===== config.mk =====
export PLATFORM = sky130hd
export DESIGN_NAME = bin_bbox_tracker
export DESIGN_NICKNAME = d
export VERILOG_FILES = /design/src/rtl/bin_bbox_tracker.sv
export SDC_FILE = /design/constraint.sdc
export NUM_CORES = 1
export LEC_CHECK = 0
export CAP_MARGIN = 20
export CORE_UTILIZATION = 60
export CTS_BUF_LIST = sky130_fd_sc_hd__clkbuf_4 sky130_fd_sc_hd__clkbuf_8
export DETAILED_ROUTE_END_ITERATION = 12
export PLACE_DENSITY = 0.84
export REMOVE_ABC_BUFFERS = 1
export SYNTH_ARGS = -nofsm -noshare
export SYNTH_HDL_FRONTEND = slang
export SYNTH_SLANG_ARGS = --single-unit

===== constraint.sdc =====
create_clock -name clock -period 26.7 [get_ports clock]
set_input_delay 2.67 -clock clock [delete_from_list [all_inputs] [get_ports clock]]
set_output_delay 2.67 -clock clock [all_outputs]
set_load 0.03 [all_outputs]

===== src/rtl/bin_bbox_tracker.sv =====
// Per-colour bounding box and set-pixel counter over a raster-scanned binary frame.
// Optional macro BIN_BBOX_CENTROID_SUM_EN adds per-colour x/y coordinate sums.
module bin_bbox_tracker #(
    parameter int CW = 12,
    parameter int NW = 24
) (
    input  logic            clock,
    input  logic            reset,
    input  logic            in_red_threshold,
    input  logic            in_green_threshold,
    input  logic            in_blue_threshold,
    input  logic            in_valid_threshold,
    input  logic            in_frame_start,
    input  logic [CW-1:0]   in_width,
    input  logic [CW-1:0]   in_height,
    output logic [4*CW-1:0] out_red_box,
    output logic [4*CW-1:0] out_green_box,
    output logic [4*CW-1:0] out_blue_box,
    output logic [NW-1:0]   out_red_count,
    output logic [NW-1:0]   out_green_count,
    output logic [NW-1:0]   out_blue_count,
    output logic            out_done,
    output logic            out_frame_error
`ifdef BIN_BBOX_CENTROID_SUM_EN
    ,
    output logic [CW+NW-1:0] out_red_sum_x,
    output logic [CW+NW-1:0] out_red_sum_y,
    output logic [CW+NW-1:0] out_green_sum_x,
    output logic [CW+NW-1:0] out_green_sum_y,
    output logic [CW+NW-1:0] out_blue_sum_x,
    output logic [CW+NW-1:0] out_blue_sum_y
`endif
);

    typedef enum logic {IDLE, ACTIVE} state_t;

    localparam logic [CW-1:0]   C_ONES   = '1;
    localparam logic [CW-1:0]   C_ONE    = CW'(1);
    localparam logic [NW-1:0]   N_ONES   = '1;
    localparam logic [NW-1:0]   N_ONE    = NW'(1);
    localparam logic [4*CW-1:0] BOX_NONE = {C_ONES, {CW{1'b0}}, C_ONES, {CW{1'b0}}};

    function automatic logic [NW-1:0] sat_inc(input logic [NW-1:0] v);
        return (v == N_ONES) ? v : v + N_ONE;
    endfunction

    state_t          r_state, w_state_nxt;
    logic [CW-1:0]   r_width, r_height, r_x, r_y;
    logic [CW-1:0]   w_width_e, w_height_e, w_x_e, w_y_e, w_x_nxt, w_y_nxt;
    logic [2:0]      w_bits;
    logic            w_dims_ok, w_active_e, w_pix, w_last, w_err_nxt;

    logic [NW-1:0]   r_cnt  [3];
    logic [CW-1:0]   r_xmin [3];
    logic [CW-1:0]   r_xmax [3];
    logic [CW-1:0]   r_ymin [3];
    logic [CW-1:0]   r_ymax [3];
    logic [NW-1:0]   w_cnt  [3];
    logic [CW-1:0]   w_xmin [3];
    logic [CW-1:0]   w_xmax [3];
    logic [CW-1:0]   w_ymin [3];
    logic [CW-1:0]   w_ymax [3];

    logic [4*CW-1:0] r_out_box [3];
    logic [NW-1:0]   r_out_cnt [3];
    logic            r_done, r_err;

`ifdef BIN_BBOX_CENTROID_SUM_EN
    logic [CW+NW-1:0] r_sx [3];
    logic [CW+NW-1:0] r_sy [3];
    logic [CW+NW-1:0] w_sx [3];
    logic [CW+NW-1:0] w_sy [3];
    logic [CW+NW-1:0] r_out_sx [3];
    logic [CW+NW-1:0] r_out_sy [3];
`endif

    // A frame start in this cycle restarts first, so the pixel logic sees the fresh frame.
    always_comb begin
        w_bits     = {in_blue_threshold, in_green_threshold, in_red_threshold};
        w_dims_ok  = (in_width != '0) && (in_height != '0);
        w_width_e  = in_frame_start ? in_width  : r_width;
        w_height_e = in_frame_start ? in_height : r_height;
        w_x_e      = in_frame_start ? '0 : r_x;
        w_y_e      = in_frame_start ? '0 : r_y;
        w_active_e = in_frame_start ? w_dims_ok : (r_state == ACTIVE);
        w_pix      = w_active_e && in_valid_threshold;
        w_last     = w_pix && (w_x_e == w_width_e - C_ONE) && (w_y_e == w_height_e - C_ONE);
        w_err_nxt  = in_frame_start &&
                     (!w_dims_ok || ((r_state == ACTIVE) && ((r_x != '0) || (r_y != '0))));

        w_state_nxt = r_state;
        if (in_frame_start) begin
            w_state_nxt = w_dims_ok ? ACTIVE : IDLE;
        end
        if (w_last) begin
            w_state_nxt = IDLE;
        end

        w_x_nxt = w_x_e;
        w_y_nxt = w_y_e;
        if (w_last) begin
            w_x_nxt = '0;
            w_y_nxt = '0;
        end else if (w_pix) begin
            if (w_x_e == w_width_e - C_ONE) begin
                w_x_nxt = '0;
                w_y_nxt = w_y_e + C_ONE;
            end else begin
                w_x_nxt = w_x_e + C_ONE;
            end
        end

        for (int c = 0; c < 3; c++) begin
            w_cnt[c]  = in_frame_start ? '0     : r_cnt[c];
            w_xmin[c] = in_frame_start ? C_ONES : r_xmin[c];
            w_xmax[c] = in_frame_start ? '0     : r_xmax[c];
            w_ymin[c] = in_frame_start ? C_ONES : r_ymin[c];
            w_ymax[c] = in_frame_start ? '0     : r_ymax[c];
`ifdef BIN_BBOX_CENTROID_SUM_EN
            w_sx[c]   = in_frame_start ? '0 : r_sx[c];
            w_sy[c]   = in_frame_start ? '0 : r_sy[c];
`endif
            if (w_pix && w_bits[c]) begin
                w_cnt[c] = sat_inc(w_cnt[c]);
                if (w_x_e < w_xmin[c]) w_xmin[c] = w_x_e;
                if (w_x_e > w_xmax[c]) w_xmax[c] = w_x_e;
                if (w_y_e < w_ymin[c]) w_ymin[c] = w_y_e;
                if (w_y_e > w_ymax[c]) w_ymax[c] = w_y_e;
`ifdef BIN_BBOX_CENTROID_SUM_EN
                w_sx[c] = w_sx[c] + {{NW{1'b0}}, w_x_e};
                w_sy[c] = w_sy[c] + {{NW{1'b0}}, w_y_e};
`endif
            end
        end
    end

    always_ff @(posedge clock) begin
        if (reset) begin
            r_state <= IDLE;
        end else begin
            r_state <= w_state_nxt;
        end
    end

    always_ff @(posedge clock) begin
        if (reset) begin
            r_width  <= '0;
            r_height <= '0;
            r_x      <= '0;
            r_y      <= '0;
            r_done   <= 1'b0;
            r_err    <= 1'b0;
            for (int c = 0; c < 3; c++) begin
                r_cnt[c]     <= '0;
                r_xmin[c]    <= C_ONES;
                r_xmax[c]    <= '0;
                r_ymin[c]    <= C_ONES;
                r_ymax[c]    <= '0;
                r_out_box[c] <= BOX_NONE;
                r_out_cnt[c] <= '0;
`ifdef BIN_BBOX_CENTROID_SUM_EN
                r_sx[c]      <= '0;
                r_sy[c]      <= '0;
                r_out_sx[c]  <= '0;
                r_out_sy[c]  <= '0;
`endif
            end
        end else begin
            r_width  <= w_width_e;
            r_height <= w_height_e;
            r_x      <= w_x_nxt;
            r_y      <= w_y_nxt;
            r_done   <= w_last;
            r_err    <= w_err_nxt;
            for (int c = 0; c < 3; c++) begin
                if (w_last) begin
                    // Publish the finished frame, then start the accumulators from empty.
                    r_out_box[c] <= {w_xmin[c], w_xmax[c], w_ymin[c], w_ymax[c]};
                    r_out_cnt[c] <= w_cnt[c];
                    r_cnt[c]     <= '0;
                    r_xmin[c]    <= C_ONES;
                    r_xmax[c]    <= '0;
                    r_ymin[c]    <= C_ONES;
                    r_ymax[c]    <= '0;
`ifdef BIN_BBOX_CENTROID_SUM_EN
                    r_out_sx[c]  <= w_sx[c];
                    r_out_sy[c]  <= w_sy[c];
                    r_sx[c]      <= '0;
                    r_sy[c]      <= '0;
`endif
                end else begin
                    r_cnt[c]     <= w_cnt[c];
                    r_xmin[c]    <= w_xmin[c];
                    r_xmax[c]    <= w_xmax[c];
                    r_ymin[c]    <= w_ymin[c];
                    r_ymax[c]    <= w_ymax[c];
`ifdef BIN_BBOX_CENTROID_SUM_EN
                    r_sx[c]      <= w_sx[c];
                    r_sy[c]      <= w_sy[c];
`endif
                end
            end
        end
    end

    assign out_red_box     = r_out_box[0];
    assign out_green_box   = r_out_box[1];
    assign out_blue_box    = r_out_box[2];
    assign out_red_count   = r_out_cnt[0];
    assign out_green_count = r_out_cnt[1];
    assign out_blue_count  = r_out_cnt[2];
    assign out_done        = r_done;
    assign out_frame_error = r_err;

`ifdef BIN_BBOX_CENTROID_SUM_EN
    assign out_red_sum_x   = r_out_sx[0];
    assign out_red_sum_y   = r_out_sy[0];
    assign out_green_sum_x = r_out_sx[1];
    assign out_green_sum_y = r_out_sy[1];
    assign out_blue_sum_x  = r_out_sx[2];
    assign out_blue_sum_y  = r_out_sy[2];
`endif

endmodule


# Word-level counts from Yosys, hierarchy flattened
# Memory sizes are Yosys's and may differ from the RTL's.
# Index checks and enable logic that the tools add are counted.
# word_totals
n_memories	7
out_inout_bits	218
ram_bits	432
inputBits	31
reg_bits	51
# classes
mux	99
n_eq_ne	5
add_sub_neg	7
magnitude_cmp	12
n_bitwise	36
n_reduce_logical	17
# mem_list
name	words	word_bits	read_ports	rd_ports_with_merged_regs	wr	line	source
r_out_box	3	48	3	0	3	64	logic [4*CW-1:0] r_out_box [3];
r_cnt	3	24	3	0	3	53	logic [NW-1:0] r_cnt [3];
r_out_cnt	3	24	3	0	3	65	logic [NW-1:0] r_out_cnt [3];
r_xmax	3	12	3	0	3	55	logic [CW-1:0] r_xmax [3];
r_xmin	3	12	3	0	3	54	logic [CW-1:0] r_xmin [3];
r_ymax	3	12	3	0	3	57	logic [CW-1:0] r_ymax [3];
+1 memories	-	-	-	-	-	-	
# ops
op	n
12-bit 2-to-1 mux	68
24-bit 2-to-1 mux	18
48-bit 2-to-1 mux	3
24-bit by 1-bit adder with 24-bit output, second input constant	3
24-bit == test, second input constant	3
12-bit > comparator	6
12-bit < comparator	6
12-bit nonzero test	4
1-bit bitwise OR	36
12-bit by 1-bit adder with 12-bit output, second input constant	2
12-bit == test	2
12-bit by 1-bit subtractor with 12-bit output, second input constant	2
1-bit 2-to-1 mux	10
1-bit logical AND	9
1-bit logical OR	2
2-bit OR reduction	1
1-bit logical NOT	1

# Depth between registers and ports, before layout
# depth
depth_word	11
mapped_depth	23
depth_no_buf	12

# Worst setup path before layout
# Ideal clock, no wire load.
# synth_path
kind	input -> register
start	in in_frame_start
end	mem r_out_box[0][0] in the netlist's numbering (enable)
required_ns	26.216
path_stages	21
path_buffers	11
path_slack_ns	16.410
arrival_ns	9.806
setup_ns	0.484
path_cell_list	buf_6 -> buf_2 -> buf_2 -> buf_2 -> buf_2 -> buf_4 -> clkbuf_1 -> clkbuf_1 -> clkbuf_1 -> mux2i_1 -> ha_1 -> nor4b_1 -> a31oi_2 -> nor4_1 -> xnor2_1 -> nand2_1 -> nor4_2 -> a41oi_1 -> inv_1 -> buf_2 -> buf_2
# synth_lines
item	line	source
start: declaration	13	input logic in_frame_start,
end: declaration	64	

==> out/metrics.csv <==
stage;metric;value;unit
sta;setup_violations;0;
logic_synthesis;syn_area;25550;um2
hold_path;holdCritPathClass;reg2reg;
clocking;post-cts-setup-buffers;0;
sta;timing.setup.tns;0;ns
final_layout;mostFrequentLayoutCell;edfxtp_1;
clocking;cts.sinks;483;
logic_synthesis;synthCells;2361;
clocking;clk_pin_slew;0.06;ns
sta;worst_pin_slew;1.190;ns
pwr;worst_ir_drop_vdd;0.04363;mV
hold_path;hold_depth;2;
clocking;insertion_delay;0.66;ns
setup_path;cp-start-kind;primary input;
flow_run;cap_violations;0;
pwr;p_leak;11.87;nW
setup_path;worstSetupEndpointType;flop;
floorplan;die_w;208.3;um
drt;antenna_left;0;
grt;grt_busiest_layer;met2;
logic_synthesis;synth_cell_types;68;
floorplan;placementRows;75;
sta;fmax;119.2;MHz
hold_path;hold_start;r_height[11];
floorplan;core;41950;um2
drt;wl;64810;um
setup_path;crit_path_max_fanout;204;
logic_synthesis;ys_seq_area_share;54.78;%
clocking;cts_made_buffers;80;
final_layout;final_util;73.18;%
sta;finalClockSkew;0.02451;ns
sta;slew_headroom;18.62;%
sta;hold_violations;0;
drt;drt_iter0_markers;1440;
drt;drt_pass1_iterations;7;
clocking;cts_root_buf;clkbuf_8;
clocking;clk_path_buf_depth;3;
sta;final.min_clock_period;8.390;ns
pwr;power_density;54.08;nW/um2
floorplan;die_h;208.3;um
final_layout;nNetsFinal;2988;
drt;via_count;19670;
setup_path;worstSetupPathType;in2reg;
drt;drc;0;
setup_path;r2r_setup_slack;21.00;ns
drt;via_per_inst;5.761;
setup_path;arrival;8.74;ns
setup_path;r2r-end;r_xmax[1][0];
final_layout;diodes;0;
logic_synthesis;synth-async-reset-ratio;0;%
clocking;post_cts_resized;0;
place;io_buffers;248;
setup_path;worstPathRequired;27.05;ns
final_layout;drive_above_1_share;10.19;%
sta;finalMaxSlewViolations;0;
clocking;cts_tree;yes;
setup_path;r2r_start;r_width[0];
logic_synthesis;syn_avg_cell_area;10.82;um2
final_layout;areaGrowthSynthToFinish;20.16;%
grt;grt_pass1_wl;102300;um
outcome;status;completed;
floorplan;ios;249;
clocking;cts.htree.levels;3;
grt;grt_max_degree;205;
floorplan;dieArea;43410;um2
place;dp_hpwl;44800;um
floorplan;start_util;60.90;%
grt;grt-ovfl-total;0;
grt;grt_util_met1;37.30;%
grt;grt_pass1_vias;19840;
grt;gr-usage-met3;4.604;%
grt;antenna_found_initial;1;
logic_synthesis;ys.flop_type;edfxtp_1;
logic_synthesis;ys_ff_latch;483;
setup_path;reg2reg_depth;12;
sta;period_share;31.42;%
grt;met2_usage;50.57;%
clocking;holdBufCountCts;0;
sta;rsz0062_at_grt;false;
grt;grtUsageTotal;29.87;%
final_layout;final_cell_mix;edfxtp_1, nor2_1, nand2_1;
logic_synthesis;yosysWarnings;0;
place;place_congestion;0.8868;
drt;wl_per_cell;18.98;um
logic_synthesis;synth_enable_flop_cells;432;
final_layout;nFillCells;2909;
hold_path;hold_end;r_height[11];
[cell type report]
type                            count  area, um2  area share [%]
Sequential cell                   483      13990           45.58
Multi-Input combinational cell   1937      11650           37.95
Timing Repair Buffer              271       2666           8.686
Clock buffer                      103       1280           4.170
Tap cell                          539      674.4           2.197
Clock inverter                     42      277.8          0.9048
Inverter                           39      156.4          0.5095
[where the power goes]
group	leakage [nW]	internal, mW	switching, mW	total [mW]
combinational	6.61	0.0540	0.0976	0.152
clock	0.805	0.337	0.309	0.646
sequential	4.45	0.849	0.0135	0.863
[cells in the mapped netlist, drive strengths merged (4+ instances only)]
master	count	area, um2
a211oi	9	72.57
a31oi	25	162.6
o211ai	12	90.09
a21oi	56	280.3
nor3	61	315.3
and3	16	100.1
mux2i	34	340.3
o21ai	34	170.2
nor2	427	1603
a2111oi	9	80.08
nand4	56	356.6
and4b	4	40.04
o31ai	6	45.04
xor2	33	289.0
nor3b	9	67.56
a21o	41	307.8
or3	10	62.56
nand2	340	1276
inv	38	142.6
ha	145	1814
or4	6	48.80
nand3	45	225.2
buf	55	364.1
a31o	7	61.31
and2	12	75.07
xnor2	71	621.9
edfxtp	432	12970
dfxtp	51	1021
nor4	19	125.1
mux2	116	1306
o21a	13	97.59
or2	5	31.28
nand2b	15	93.84
and4	11	96.34
nor2b	38	237.7
clkbuf	62	232.7
[cells by family after synthesis]
group / count (synthesis) / synth area share [%]
compound gates: 238 / 6.240
xor+xnor: 104 / 3.566
other cells: 1 / 0.01468
fa+ha+maj: 145 / 7.102
mux: 150 / 6.445
simple gates: 1084 / 18.95
buf+inv: 156 / 2.909
flops: 483 / 54.78
[flip-flops by register name, summed over array words and instances, names as in the netlist]
signal	flops
out_frame_error	1
r_ymin	36
r_out_box	144
r_ymax	36
out_done	1
r_x	12
r_y	12
r_width	12
r_cnt	72
r_height	12
r_state	1
r_xmax	36
r_xmin	36
r_out_cnt	72
[critical path, cell delays in order]
cell      delay (ns)
buf_6           0.50
buf_4           0.65
inv_4           0.34
nand2_1         0.34
inv_1           0.22
mux2i_1         0.19
o211ai_1        0.15
xnor2_1         0.16
or2_2           0.32
nor4_2          0.76
a41oi_4         0.31
inv_8           0.76
buf_12          0.68
nor2_1          0.11
[worst max-delay path by stage]
stage / cells past startpoint / from / slack (ns) / endpoint
2_1_floorplan: 9 / in_frame_start / 8.07 / r_out_box[0][0]
3_3_place_gp: 14 / in_frame_start / 18.10 / r_xmax[2][0]
3_5_place_dp: 14 / in_frame_start / 17.91 / r_cnt[2][4]
4_1_cts: 14 / in_frame_start / 18.58 / r_xmax[1][4]
5_1_grt: 14 / in_frame_start / 17.93 / r_xmax[1][4]
6_report: 14 / in_frame_start / 18.31 / r_xmax[1][0]
[metal layers]
metal | up-vias | part of all wire [%]
li1 | 9196 | -
met1 | 9412 | 39
met2 | 881 | 49
met3 | 177 | 7.2
met4 | 2 | 4.1
met5 | - | 0.017
[through the flow]
stage / instance area, um2 / instances / power [mW] / worst slack, ns / hold slack [ns]
after floorplan: 25760 / 2459 / 0.9726 / 8.066 / 0.4526
after global placement: 29130 / 3267 / 1.022 / 18.10 / 0.4668
after detailed placement: 29140 / 3268 / 1.027 / 17.91 / 0.4787
after CTS: 30690 / 3413 / 1.667 / 18.58 / 0.4873
after global routing: 30700 / 3414 / 1.715 / 17.93 / 0.5052
final: 30700 / 3414 / 1.660 / 18.31 / 0.4824
No activity file was read; power rests on OpenSTA's default activity.
